--- src/rtl/fft_frame_if.sv ---
// fft_frame_if: sample input, result output, working-RAM and core handshake signals of the FFT frame controller
interface fft_frame_if #(
    parameter int N_SAMPLES = 8,
    parameter int DATA_SIZE = 16
);
    localparam int AW = $clog2(N_SAMPLES);
    logic                 in_valid;
    logic [DATA_SIZE-1:0] in_data;
    logic                 in_ready;
    logic                 out_valid;
    logic [DATA_SIZE-1:0] out_data;
    logic                 out_ready;
    logic                 mem_we;
    logic [AW-1:0]        mem_addr;
    logic [DATA_SIZE-1:0] mem_wdata;
    logic [DATA_SIZE-1:0] mem_rdata;
    logic                 fft_start;
    logic                 fft_finish;
    logic                 busy;
    logic [31:0]          frame_cycles;
    modport master (
        input  in_valid, in_data, out_ready, mem_rdata, fft_finish,
        output in_ready, out_valid, out_data, mem_we, mem_addr, mem_wdata, fft_start, busy, frame_cycles
    );
    modport slave (
        output in_valid, in_data, out_ready, mem_rdata, fft_finish,
        input  in_ready, out_valid, out_data, mem_we, mem_addr, mem_wdata, fft_start, busy, frame_cycles
    );
endinterface

--- src/rtl/fft_frame_ctrl.sv ---
// fft_frame_ctrl: loads a frame into the FFT RAM, runs the core, streams results out; FFT_BITREV_LOAD_EN selects bit-reversed load addressing
module fft_frame_ctrl #(
    parameter int N_SAMPLES = 8,
    parameter int DATA_SIZE = 16
) (
    input logic clk,
    input logic rst,
    fft_frame_if.master bus
);
    localparam int AW = $clog2(N_SAMPLES);
    typedef enum logic [2:0] {IDLE, LOAD, START, RUN, UNLOAD} state_t;
    state_t state, state_nx;
    logic [AW-1:0] ld_idx, out_cnt, wr_addr;
    logic [AW:0] rd_cnt;
    logic [31:0] run_cnt;
    logic pend, skid_valid, accept, fire, rd_issue;
    logic [DATA_SIZE-1:0] skid_data;
    logic [1:0] occ;
`ifdef FFT_BITREV_LOAD_EN
    function automatic logic [AW-1:0] bitrev(input logic [AW-1:0] v);
        for (int i = 0; i < AW; i++) bitrev[i] = v[AW-1-i];
    endfunction
    assign wr_addr = bitrev(ld_idx);
`else
    assign wr_addr = ld_idx;
`endif
    assign bus.in_ready  = state == IDLE || state == LOAD;
    assign accept        = bus.in_valid && bus.in_ready;
    assign fire          = bus.out_valid && bus.out_ready;
    // occupancy counts the output register, the skid slot and the read in flight
    assign occ           = 2'(bus.out_valid) + 2'(skid_valid) + 2'(pend);
    assign rd_issue      = state == UNLOAD && !rd_cnt[AW] && (!bus.out_valid || bus.out_ready) && (occ - 2'(fire)) < 2'd2;
    assign bus.mem_we    = accept;
    assign bus.mem_wdata = accept ? bus.in_data : '0;
    assign bus.mem_addr  = accept ? wr_addr : rd_issue ? rd_cnt[AW-1:0] : '0;
    assign bus.fft_start = state == START;
    assign bus.busy      = state != IDLE;
    // state register
    always_ff @(posedge clk or posedge rst) begin
        if (rst) state <= IDLE;
        else     state <= state_nx;
    end
    // next-state: load N samples, pulse start, wait for the core, drain N results
    always_comb begin
        state_nx = state;
        case (state)
            IDLE:    state_nx = accept ? LOAD : IDLE;
            LOAD:    state_nx = (accept && ld_idx == AW'(N_SAMPLES-1)) ? START : LOAD;
            START:   state_nx = RUN;
            RUN:     state_nx = bus.fft_finish ? UNLOAD : RUN;
            UNLOAD:  state_nx = (fire && out_cnt == AW'(N_SAMPLES-1)) ? IDLE : UNLOAD;
            default: state_nx = IDLE;
        endcase
    end
    // counters, run-length capture and the registered read path with a one-entry skid slot
    always_ff @(posedge clk or posedge rst) begin
        if (rst) begin
            ld_idx           <= '0;
            out_cnt          <= '0;
            rd_cnt           <= '0;
            run_cnt          <= '0;
            pend             <= 1'b0;
            skid_valid       <= 1'b0;
            skid_data        <= '0;
            bus.out_valid    <= 1'b0;
            bus.out_data     <= '0;
            bus.frame_cycles <= '0;
        end else begin
            if (accept) ld_idx <= ld_idx + 1'b1;
            if (fire) out_cnt <= out_cnt + 1'b1;
            run_cnt <= state == START ? '0 : state == RUN ? run_cnt + 1 : run_cnt;
            if (state == RUN && bus.fft_finish) bus.frame_cycles <= run_cnt + 1;
            rd_cnt <= (state == UNLOAD && state_nx == IDLE) ? '0 : rd_cnt + (AW+1)'(rd_issue);
            pend <= rd_issue;
            if (!bus.out_valid || fire) begin
                bus.out_valid <= skid_valid || pend;
                if (skid_valid || pend) bus.out_data <= skid_valid ? skid_data : bus.mem_rdata;
                skid_valid <= skid_valid && pend;
                if (pend) skid_data <= bus.mem_rdata;
            end else if (pend) begin
                skid_valid <= 1'b1;
                skid_data  <= bus.mem_rdata;
            end
        end
    end
endmodule

--- src/flat_wrapper.sv ---
// flat-port wrapper written by rule: the top's interface ports become plain ports
module fft_frame_ctrl_flat 
#(
    parameter int N_SAMPLES = 8,
    parameter int DATA_SIZE = 16
)
  (clk, rst, bus_in_valid, bus_in_data, bus_out_ready, bus_mem_rdata, bus_fft_finish, bus_in_ready, bus_out_valid, bus_out_data, bus_mem_we, bus_mem_addr, bus_mem_wdata, bus_fft_start, bus_busy, bus_frame_cycles);
  fft_frame_if #(.N_SAMPLES(N_SAMPLES), .DATA_SIZE(DATA_SIZE)) bus_i ();
  input logic clk;
  input logic rst;
  input wire logic [$bits(bus_i.in_valid)-1:0] bus_in_valid;
  input wire logic [$bits(bus_i.in_data)-1:0] bus_in_data;
  input wire logic [$bits(bus_i.out_ready)-1:0] bus_out_ready;
  input wire logic [$bits(bus_i.mem_rdata)-1:0] bus_mem_rdata;
  input wire logic [$bits(bus_i.fft_finish)-1:0] bus_fft_finish;
  output wire logic [$bits(bus_i.in_ready)-1:0] bus_in_ready;
  output wire logic [$bits(bus_i.out_valid)-1:0] bus_out_valid;
  output wire logic [$bits(bus_i.out_data)-1:0] bus_out_data;
  output wire logic [$bits(bus_i.mem_we)-1:0] bus_mem_we;
  output wire logic [$bits(bus_i.mem_addr)-1:0] bus_mem_addr;
  output wire logic [$bits(bus_i.mem_wdata)-1:0] bus_mem_wdata;
  output wire logic [$bits(bus_i.fft_start)-1:0] bus_fft_start;
  output wire logic [$bits(bus_i.busy)-1:0] bus_busy;
  output wire logic [$bits(bus_i.frame_cycles)-1:0] bus_frame_cycles;
  assign bus_i.in_valid = bus_in_valid;
  assign bus_i.in_data = bus_in_data;
  assign bus_i.out_ready = bus_out_ready;
  assign bus_i.mem_rdata = bus_mem_rdata;
  assign bus_i.fft_finish = bus_fft_finish;
  assign bus_in_ready = bus_i.in_ready;
  assign bus_out_valid = bus_i.out_valid;
  assign bus_out_data = bus_i.out_data;
  assign bus_mem_we = bus_i.mem_we;
  assign bus_mem_addr = bus_i.mem_addr;
  assign bus_mem_wdata = bus_i.mem_wdata;
  assign bus_fft_start = bus_i.fft_start;
  assign bus_busy = bus_i.busy;
  assign bus_frame_cycles = bus_i.frame_cycles;
  fft_frame_ctrl #(.N_SAMPLES(N_SAMPLES), .DATA_SIZE(DATA_SIZE)) u_core (.clk(clk), .rst(rst), .bus(bus_i));
endmodule
--- config.mk ---
export PLATFORM = sky130hd
export DESIGN_NAME = fft_frame_ctrl_flat
export DESIGN_NICKNAME = d
export VERILOG_FILES = /design/src/rtl/fft_frame_if.sv /design/src/rtl/fft_frame_ctrl.sv /design/src/flat_wrapper.sv
export SDC_FILE = /design/constraint.sdc
export NUM_CORES = 1
export LEC_CHECK = 0
export CAP_MARGIN = 30
export CORE_MARGIN = 2
export CORE_UTILIZATION = 39
export DETAILED_ROUTE_END_ITERATION = 10
export PLACE_DENSITY_LB_ADDON = 0.2
export SYNTH_ARGS = -nofsm -noshare
export SYNTH_HDL_FRONTEND = slang
export SYNTH_SLANG_ARGS = --single-unit
--- constraint.sdc ---
create_clock -name clk -period 6.6 [get_ports clk]
set_clock_uncertainty 0.1 [all_clocks]
set_input_delay 1.32 -clock clk [delete_from_list [all_inputs] [get_ports clk]]
set_output_delay 1.32 -clock clk [all_outputs]
set_load 0.02 [all_outputs]
After elaboration in Yosys (flattened, before gate mapping)
Cells that the tools add are included.
Storage, ports and cells
  input bits: 37
  bits in registers: 112
  output and inout bits: 72
Cells by class
  eq/ne operators: 6
  mux-type cells: 14
  $lt $le $gt $ge: 1
  add/sub/neg operators: 7
  reduce and logical (&&, ||, !) cells: 22
Operators by type and width (count)
  two-way mux 32 bit: 2
  adder 32 x 1 -> 32 bit, second input constant: 1
  two-way mux 16 bit: 2
  one-hot mux 3 bit (5 select lines): 1
  two-way mux 3 bit: 4
  logical AND 1 bit: 10
  equality test 3 bit, second input constant: 3
  adder 3 x 1 -> 3 bit, second input constant: 2
  equality test 3 x 2 -> 1 bit, second input constant: 2
  zero test 3 bit: 2
  adder 4 x 1 -> 4 bit: 1
  logical OR 1 bit: 4
  two-way mux 4 bit: 1
  nonzero test 2 bit: 2
  equality test 3 x 1 -> 1 bit, second input constant: 1
  two-way mux 1 bit: 3
  nonzero test 3 bit: 1
  adder 1 x 1 -> 2 bit: 1
  adder 2 x 1 -> 2 bit: 1
  zero test 1 bit: 2
  less-than comparator 2 bit, second input constant: 1
  two-way mux 2 bit: 1
  AND reduction 2 bit: 1
  subtractor 2 x 1 -> 2 bit: 1

Longest topological paths before layout
Gate-level depths: netlist (run 1).
  depth in word-level cells: 9
  gate-level depth with buffers: 13
  gate-level depth less buffers: 12

Least setup slack after synthesis (run 1)
OpenSTA, ideal clock, no wires.
  path type: input -> output
  start: input bus_out_ready
  end: output bus_mem_addr[0]
  path buffers: 0
  required time: 5180 ps
  data arrival time: 3162 ps
  slack: 2018 ps
  stages: 10
  cells stage by stage: nand2_1 -> inv_1 -> ha_1 -> inv_1 -> ha_1 -> a21oi_1 -> xnor2_1 -> nor4_1 -> ha_1 -> mux2_2
Between the ends
  longest elaborated chain between the ends: 6
  elaborated cells on any way between the ends: 8
  classes of those cells: 1 x add/sub; 1 x order compare; 2 x mux; 4 x reduce/logical
Ends and longest elaborated chain
  from (decl): line flat_wrapper.sv:13  | input wire logic [$bits(bus_i.out_ready)-1:0] bus_out_ready;
  logical AND 1 bit: line fft_frame_ctrl.sv:29  | assign fire = bus.out_valid && bus.out_ready;
  net u_core.fire: line fft_frame_ctrl.sv:16  | logic pend, skid_valid, accept, fire, rd_issue;
  subtractor 2 x 1 -> 2 bit: line fft_frame_ctrl.sv:32  | assign rd_issue = state == UNLOAD && !rd_cnt[AW] && (!bus.out_valid || bus.out_ready) && (occ - 2'(fire)) < 2' ...
  less-than comparator 2 bit: line fft_frame_ctrl.sv:32
  logical AND 1 bit: line fft_frame_ctrl.sv:32
  net u_core.rd_issue: line fft_frame_ctrl.sv:16
  two-way mux 3 bit (2 in series): line fft_frame_ctrl.sv:35  | assign bus.mem_addr = accept ? wr_addr : rd_issue ? rd_cnt[AW-1:0] : '0;
  to (decl): line flat_wrapper.sv:20  | output wire logic [$bits(bus_i.mem_addr)-1:0] bus_mem_addr;
The timed path passes the listed nets, and every way through them passes these cells.

Worst setup path after layout (run 1)
Ends and elaborated chain as after synthesis.

==> impl_metrics.toml, run 1 <==
[setup_path]
worstPathMaxFanout = 4
cp_cell_sequence = "clkdlybuf4s50_1 -> nand2_1 -> inv_1 -> ha_1 -> inv_1 -> ha_1 -> a21oi_1 -> xnor2_1 -> nor4_1 -> buf_4 -> ha_1 -> mux2_2 -> clkdlybuf4s50_1"
end_kind = "output pin"
startpoint = "bus_out_ready"
required_ps = 5180
r2r_start = "u_core.pend$_DFF_PP0_"
crit_type = "in2out"
cp_common_cell = "ha_1"
crit_path_max_incr_delay_ps = 590
critPathArrivalTime_ps = 4190
worst_path_max_delay_cell = "clkdlybuf4s50_1"
start_kind = "primary input"

[power]
p_leak_uw = 0.00297
finalPower_uw = 2300
p_per_area_mw_per_mm2 = 323
ir_drop_mv = 0.176

[sta]
setup_viol = 0
final_max_slew_viol_count = 0
max_freq_mhz = 178
slew_headroom_pct = 37.3
hold_ws_ps = 378
tightest_slew_ps = 941
timing.final.hold_violations = 0
finalCritPeriodShare_pct = 85.0
fin_setup_tns_ps = 0
rsz0062_at_grt = "false"
period_minus_slack_ps = 5610

[run_status]
status = "complete, no violations"

[cts]
post_cts_buffers = 0
clock_path_buffers = 2
cts_hold_buf = 0
cts_buffers = 9
htree_levels = 3
cts_root_buf = "clkbuf_16"
clk_latency_ps = 350
cts.sink_count = 112
cts_tree = "yes"
path_clk_slew_ps = 70
cts_resized = 0

[yosys]
synth.top_cell.area_share_pct = 50.4
yosysSeqAreaShare_pct = 50.4
yosysWarnings = 0
avgSynthCellArea_um2 = 10.1
ys_dominant_reg_cell = "dfrtp_1"
synth_nets = 596
yosys.area.top_type = "dfrtp_1"
synth_area_mm2 = 0.00556
synth_seq_cells = 112
yosys-top-cells-area = "dfrtp_1 (50%), mux2_2 (4.5%), nand2_1 (4.3%)"
syn_inst = 550
synth-async-reset-ratio_pct = 100
ys_types = 48
synth_edf_count = 0

[detailed_routing]
via_per_inst = 5.27
drt_iter0_markers = 252
drt-wirelength-per-cell_um = 14.6
wirelength_um = 12000
drt_pass1_iterations = 7
vias = 4330
ant_nets = 0
drcViolationCount = 0

[place]
dp_hpwl_um = 8320
place.gp.congestion = 0.790
io_buffers = 108
placed_area_mm2 = 0.00680

[final_layout]
final_cell_mix = "dfrtp_1 (112), clkdlybuf4s50_1 (108), nand2_1 (63)"
n_antenna_cell = 0
drive_above_1_share_pct = 9.03
fin_nets = 683
final_common_cell = "dfrtp_1"
fin_area_mm2 = 0.00713
synthToLayoutAreaGrowth_pct = 28.3

[floorplan]
placementRows = 43
dieArea_mm2 = 0.0152
core_mm2 = 0.0139
die_h_um = 123
initial_core_util_pct = 40.0
die_w_um = 123
ios = 109

[worst_hold_path]
hold_start = "u_core.bus.frame_cycles[13]$_DFFE_PP0N_"
hp-class = "reg2reg"

[global_routing]
grt_overflow = 0
grt_pass1_wl_um = 20200
grt_pass1_vias = 4301
antenna_found_initial = 0
grt_max_degree = 66
track_usage_pct = 16.7

[job]
cap_viol_max_count = 0
## path summary, 6_finish.rpt
kind | endpoint | slack (ps) | cells after the start
setup reg to reg | u_core.rd_cnt[1]$_DFF_PP0_ | 3610 | 11
hold / removal | u_core.bus.frame_cycles[13]$_DFFE_PP0N_ | 380 | 2
setup / recovery | bus_mem_addr[0] | 990 | 13
min in group asynchronous | u_core.run_cnt[30]$_DFFE_PP0P_ | 1350 | 2
hold reg to reg | u_core.bus.frame_cycles[13]$_DFFE_PP0N_ | 380 | 2
max in group asynchronous | u_core.skid_data[5]$_DFFE_PP0P_ | 3940 | 3
## area by class of cell
type | count | area [um^2]
well taps | 180 | 225
inverters | 7 | 28.8
clock inverters | 7 | 110
fillers | 1310 | 6750
clock buffers | 9 | 225
repair buffers | 115 | 1190
multi-input cells | 392 | 2550
flip-flops and latches | 112 | 2800
## registers in the layout (all words and copies together), names as in the netlist
name                     cells
u_core.bus.frame_cycles     32
u_core.bus.out_data         16
u_core.skid_valid            1
u_core.state                 3
u_core.bus.out_valid         1
u_core.run_cnt              32
u_core.pend                  1
u_core.skid_data            16
u_core.rd_cnt                4
u_core.out_cnt               3
u_core.ld_idx                3
## worst max-delay path: cells and delay by family
family                     cells  cell delay (ps)
and+or+nand+nor                2              420
adders and majority gates      3              710
xor gates and xnor gates       1               90
buffers and inverters          5             1330
muxes                          1              150
AOI/OAI and AO/OA              1              160
## cell families (layout without fill, tap and decap cells)
group / Yosys count / count (layout) / share of synthesized area (%)
XOR/XNOR: 35 / 35 / 5.51
buffers and inverters: 46 / 138 / 3.92
multiplexers: 38 / 38 / 7.34
adder cells (fa/ha/maj): 10 / 10 / 2.21
flip-flops: 112 / 112 / 50.4
AND/OR/NAND/NOR: 190 / 190 / 18.1
AO/OA/AOI/OAI: 119 / 119 / 12.5
## power by group
part,switching (uW),total [uW],internal [uW]
sequential,113,941,828
clock,245,613,368
combinational,388,748,360
## routing by layer
| layer | vias to the layer above | routed length (um) | global-route usage [%] | part of all wire (%) |
|---|---|---|---|---|
| met2 | 119 | 5520 | 26.4 | 46 |
| met4 | 0 | 176 | 5.54 | 1.5 |
| met1 | 2075 | 5510 | 22.4 | 46 |
| met3 | 14 | 765 | 4.34 | 6.4 |
| met5 | - | 0 | 0 | 0 |
| li1 | 2122 | - | - | - |
## metrics by stage
stage / util, % / instances / setup WS [ps]
after floorplan: - / 550 / 2020
after global placement: 48.3 / 802 / 1060
after detailed placement: 49.0 / 806 / 1000
after CTS: 51.4 / 822 / 974
after global routing: 51.4 / 822 / 837
final: 51.4 / 822 / 990
## cells in the mapped netlist, types with 2 or more instances
library cell,n
dfrtp_1,112
a22o_1,4
nand2b_1,2
nand2_1,63
mux2_2,22
and2_1,3
nor2_1,32
xnor2_1,13
ha_1,9
buf_4,5
nor2b_1,4
or3_1,5
clkbuf_1,24
o21ai_0,41
a21oi_1,24
and4_1,7
nand3_1,22
buf_1,2
a21o_1,4
nand4_1,13
and3_1,27
o31ai_1,18
xor2_1,22
a31oi_1,7
inv_1,7
mux2i_1,16
o21ai_1,16
buf_2,6
Note: power is estimated with default switching activity, not from simulation.
==> inputs of run 2 (changes only) <==
==> constraint.sdc (replaced) <==
create_clock -name clk -period 5.3 [get_ports clk]
set_clock_uncertainty 0.1 [all_clocks]
set_input_delay 1.06 -clock clk [delete_from_list [all_inputs] [get_ports clk]]
set_output_delay 1.06 -clock clk [all_outputs]
set_load 0.02 [all_outputs]
==> run 2 against run 1 <==
Compared with the run above: worst hold slack about the same; critical path type unchanged; critical endpoint unchanged; largest power group unchanged; utilization fell by 0.14 points; sequential cell count is the same; cell count increased by 0.24%.
==> impl_metrics.toml, run 2 (same netlist as run 1, synthesis figures left out) <==
[detailed_routing]
drt_iter0_markers = 208
wl_met2_um = 5650
drt-wirelength-per-cell_um = 14.8
maxUsedRoutingLayer = "met4"
route.met3.wl_um = 633
met1_length_um = 5790
wirelength_um = 12200
drt_pass1_iterations = 4
ant_nets = 0
vias = 4317
via_per_inst = 5.24
drcViolationCount = 0

[setup_path]
worstPathMaxFanout = 4
reg2reg_depth = 10
cp_common_cell = "ha_1"
end_kind = "output pin"
r2r_start = "u_core.pend$_DFF_PP0_"
crit_type = "in2out"
r2r_end = "u_core.rd_cnt[1]$_DFF_PP0_"
start_kind = "primary input"
ff2ff_setup_slack_ps = 2360
critPathArrivalTime_ps = 3940
crit_path_max_incr_delay_ps = 600
worst_path_max_delay_cell = "clkdlybuf4s50_1"
cp_cell_sequence = "clkdlybuf4s50_1 -> nand2_1 -> inv_1 -> ha_1 -> inv_1 -> ha_1 -> a21oi_1 -> xnor2_1 -> nor4_1 -> ha_1 -> mux2_2 -> clkdlybuf4s50_1"
required_ps = 4140

[global_routing]
grt_pass1_wl_um = 20600
grt_pass1_vias = 4214
grt_max_degree = 70
track_usage_pct = 17.1
grt_overflow = 0
antenna_found_initial = 0

[sta]
fin_setup_tns_ps = 0
final_max_slew_viol_count = 0
period_minus_slack_ps = 5100
rsz0062_at_grt = "false"
setup_viol = 0
timing.final.hold_violations = 0
finalCritPeriodShare_pct = 96.3
tightest_slew_ps = 907
max_freq_mhz = 196
slew_headroom_pct = 39.5

[cts]
clock_path_buffers = 2
clk_latency_ps = 350
path_clk_slew_ps = 70
htree_levels = 3
cts.sink_count = 112
cts_resized = 0
cts_hold_buf = 0
cts_buffers = 9
cts_tree = "yes"
post_cts_buffers = 0
cts_root_buf = "clkbuf_16"

[floorplan]
dieArea_mm2 = 0.0152
ios = 109
placementRows = 43
core_mm2 = 0.0139
die_h_um = 123
die_w_um = 123
initial_core_util_pct = 40.0

[job]
cap_viol_max_count = 0

[final_layout]
fillCellCount = 1262
synthToLayoutAreaGrowth_pct = 28.0
fin_cells = 824
top_regs = "u_core.bus.frame_cycles: 32 flops, u_core.run_cnt: 32 flops"
final_common_cell = "dfrtp_1"
fin_nets = 685
final_cell_mix = "dfrtp_1 (112), clkdlybuf4s50_1 (108), nand2_1 (63)"
n_antenna_cell = 0
drive_above_1_share_pct = 9.32

[place]
io_buffers = 108
place.gp.congestion = 0.794
dp_hpwl_um = 8500
numPlacedInstances = 807

[worst_hold_path]
hold_end = "u_core.bus.frame_cycles[15]$_DFFE_PP0N_"
hold_start = "u_core.bus.frame_cycles[15]$_DFFE_PP0N_"
hp-class = "reg2reg"
holdPathStages = 2

[power]
p_per_area_mw_per_mm2 = 391
finalPower_uw = 2780
p_leak_uw = 0.00296
ir_drop_mv = 0.193

[run_status]
status = "complete, no violations"
-- run 2: changes by cell type in the layout (fill, tap and decap cells not counted), sizes merged --
cell,before,now
clkbuf,9,11
buf,7,9
bufinv,3,1
clkinv,4,3
inv,7,8
-- run 2: how the worst max path moves through the flow --
| stage | from | endpoint | slack, ps | cells past startpoint |
|---|---|---|---|---|
| 2_1_floorplan | rst | u_core.bus.frame_cycles[0]$_DFFE_PP0N_ | 1180 | 1 |
| 3_3_place_gp | bus_out_ready | bus_mem_addr[0] | 280 | 12 |
| 3_5_place_dp | bus_out_ready | bus_mem_addr[0] | 200 | 12 |
| 4_1_cts | bus_out_ready | bus_mem_addr[0] | 170 | 12 |
| 5_1_grt | bus_out_ready | bus_mem_addr[0] | 20 | 12 |
| 6_report | bus_out_ready | bus_mem_addr[0] | 200 | 12 |
-- run 2: power breakdown --
| part | total (uW) | internal, uW | switching (uW) |
|---|---|---|---|
| Sequential | 1170 | 1030 | 143 |
| Combinational | 909 | 428 | 481 |
| Clock | 702 | 392 | 310 |
| Total | 2780 | 1850 | 934 |
-- run 2: through the flow --
stage | setup WS, ps | instance area (um^2) | util, % | hold WS, ps
3_3_place_gp | 277 | 6720 | 48.4 | 364
3_5_place_dp | 196 | 6780 | 48.8 | 370
2_1_floorplan | 1180 | 5560 | - | 353
6_report | 198 | 7110 | 51.2 | 378
5_1_grt | 20.1 | 7110 | 51.2 | 396
4_1_cts | 166 | 7090 | 51.0 | 386
-- run 2: layer usage --
layer	track usage, %	vias to the layer above
li1	-	2125
met1	23.6	2080
met4	5.47	0
met5	0	-
met3	4.47	11
met2	26.2	101
-- run 2: critical path: cells and delay by family --
kind | cells | cell delay, ps
compound gates | 1 | 160
buf+inv | 4 | 1170
xor+xnor | 1 | 90
mux | 1 | 160
simple gates | 2 | 530
fa+ha+maj | 3 | 800
-- run 2: final cells by class --
type	count	area (um^2)	share of cell area (%)
clock buffer	11	253	3.55
clock inverter	5	53.8	0.756
inverter	7	28.8	0.405
multi-input combinational	392	2550	35.8
sequential	112	2800	39.4
tap	180	225	3.17
timing repair buffer	117	1200	16.9
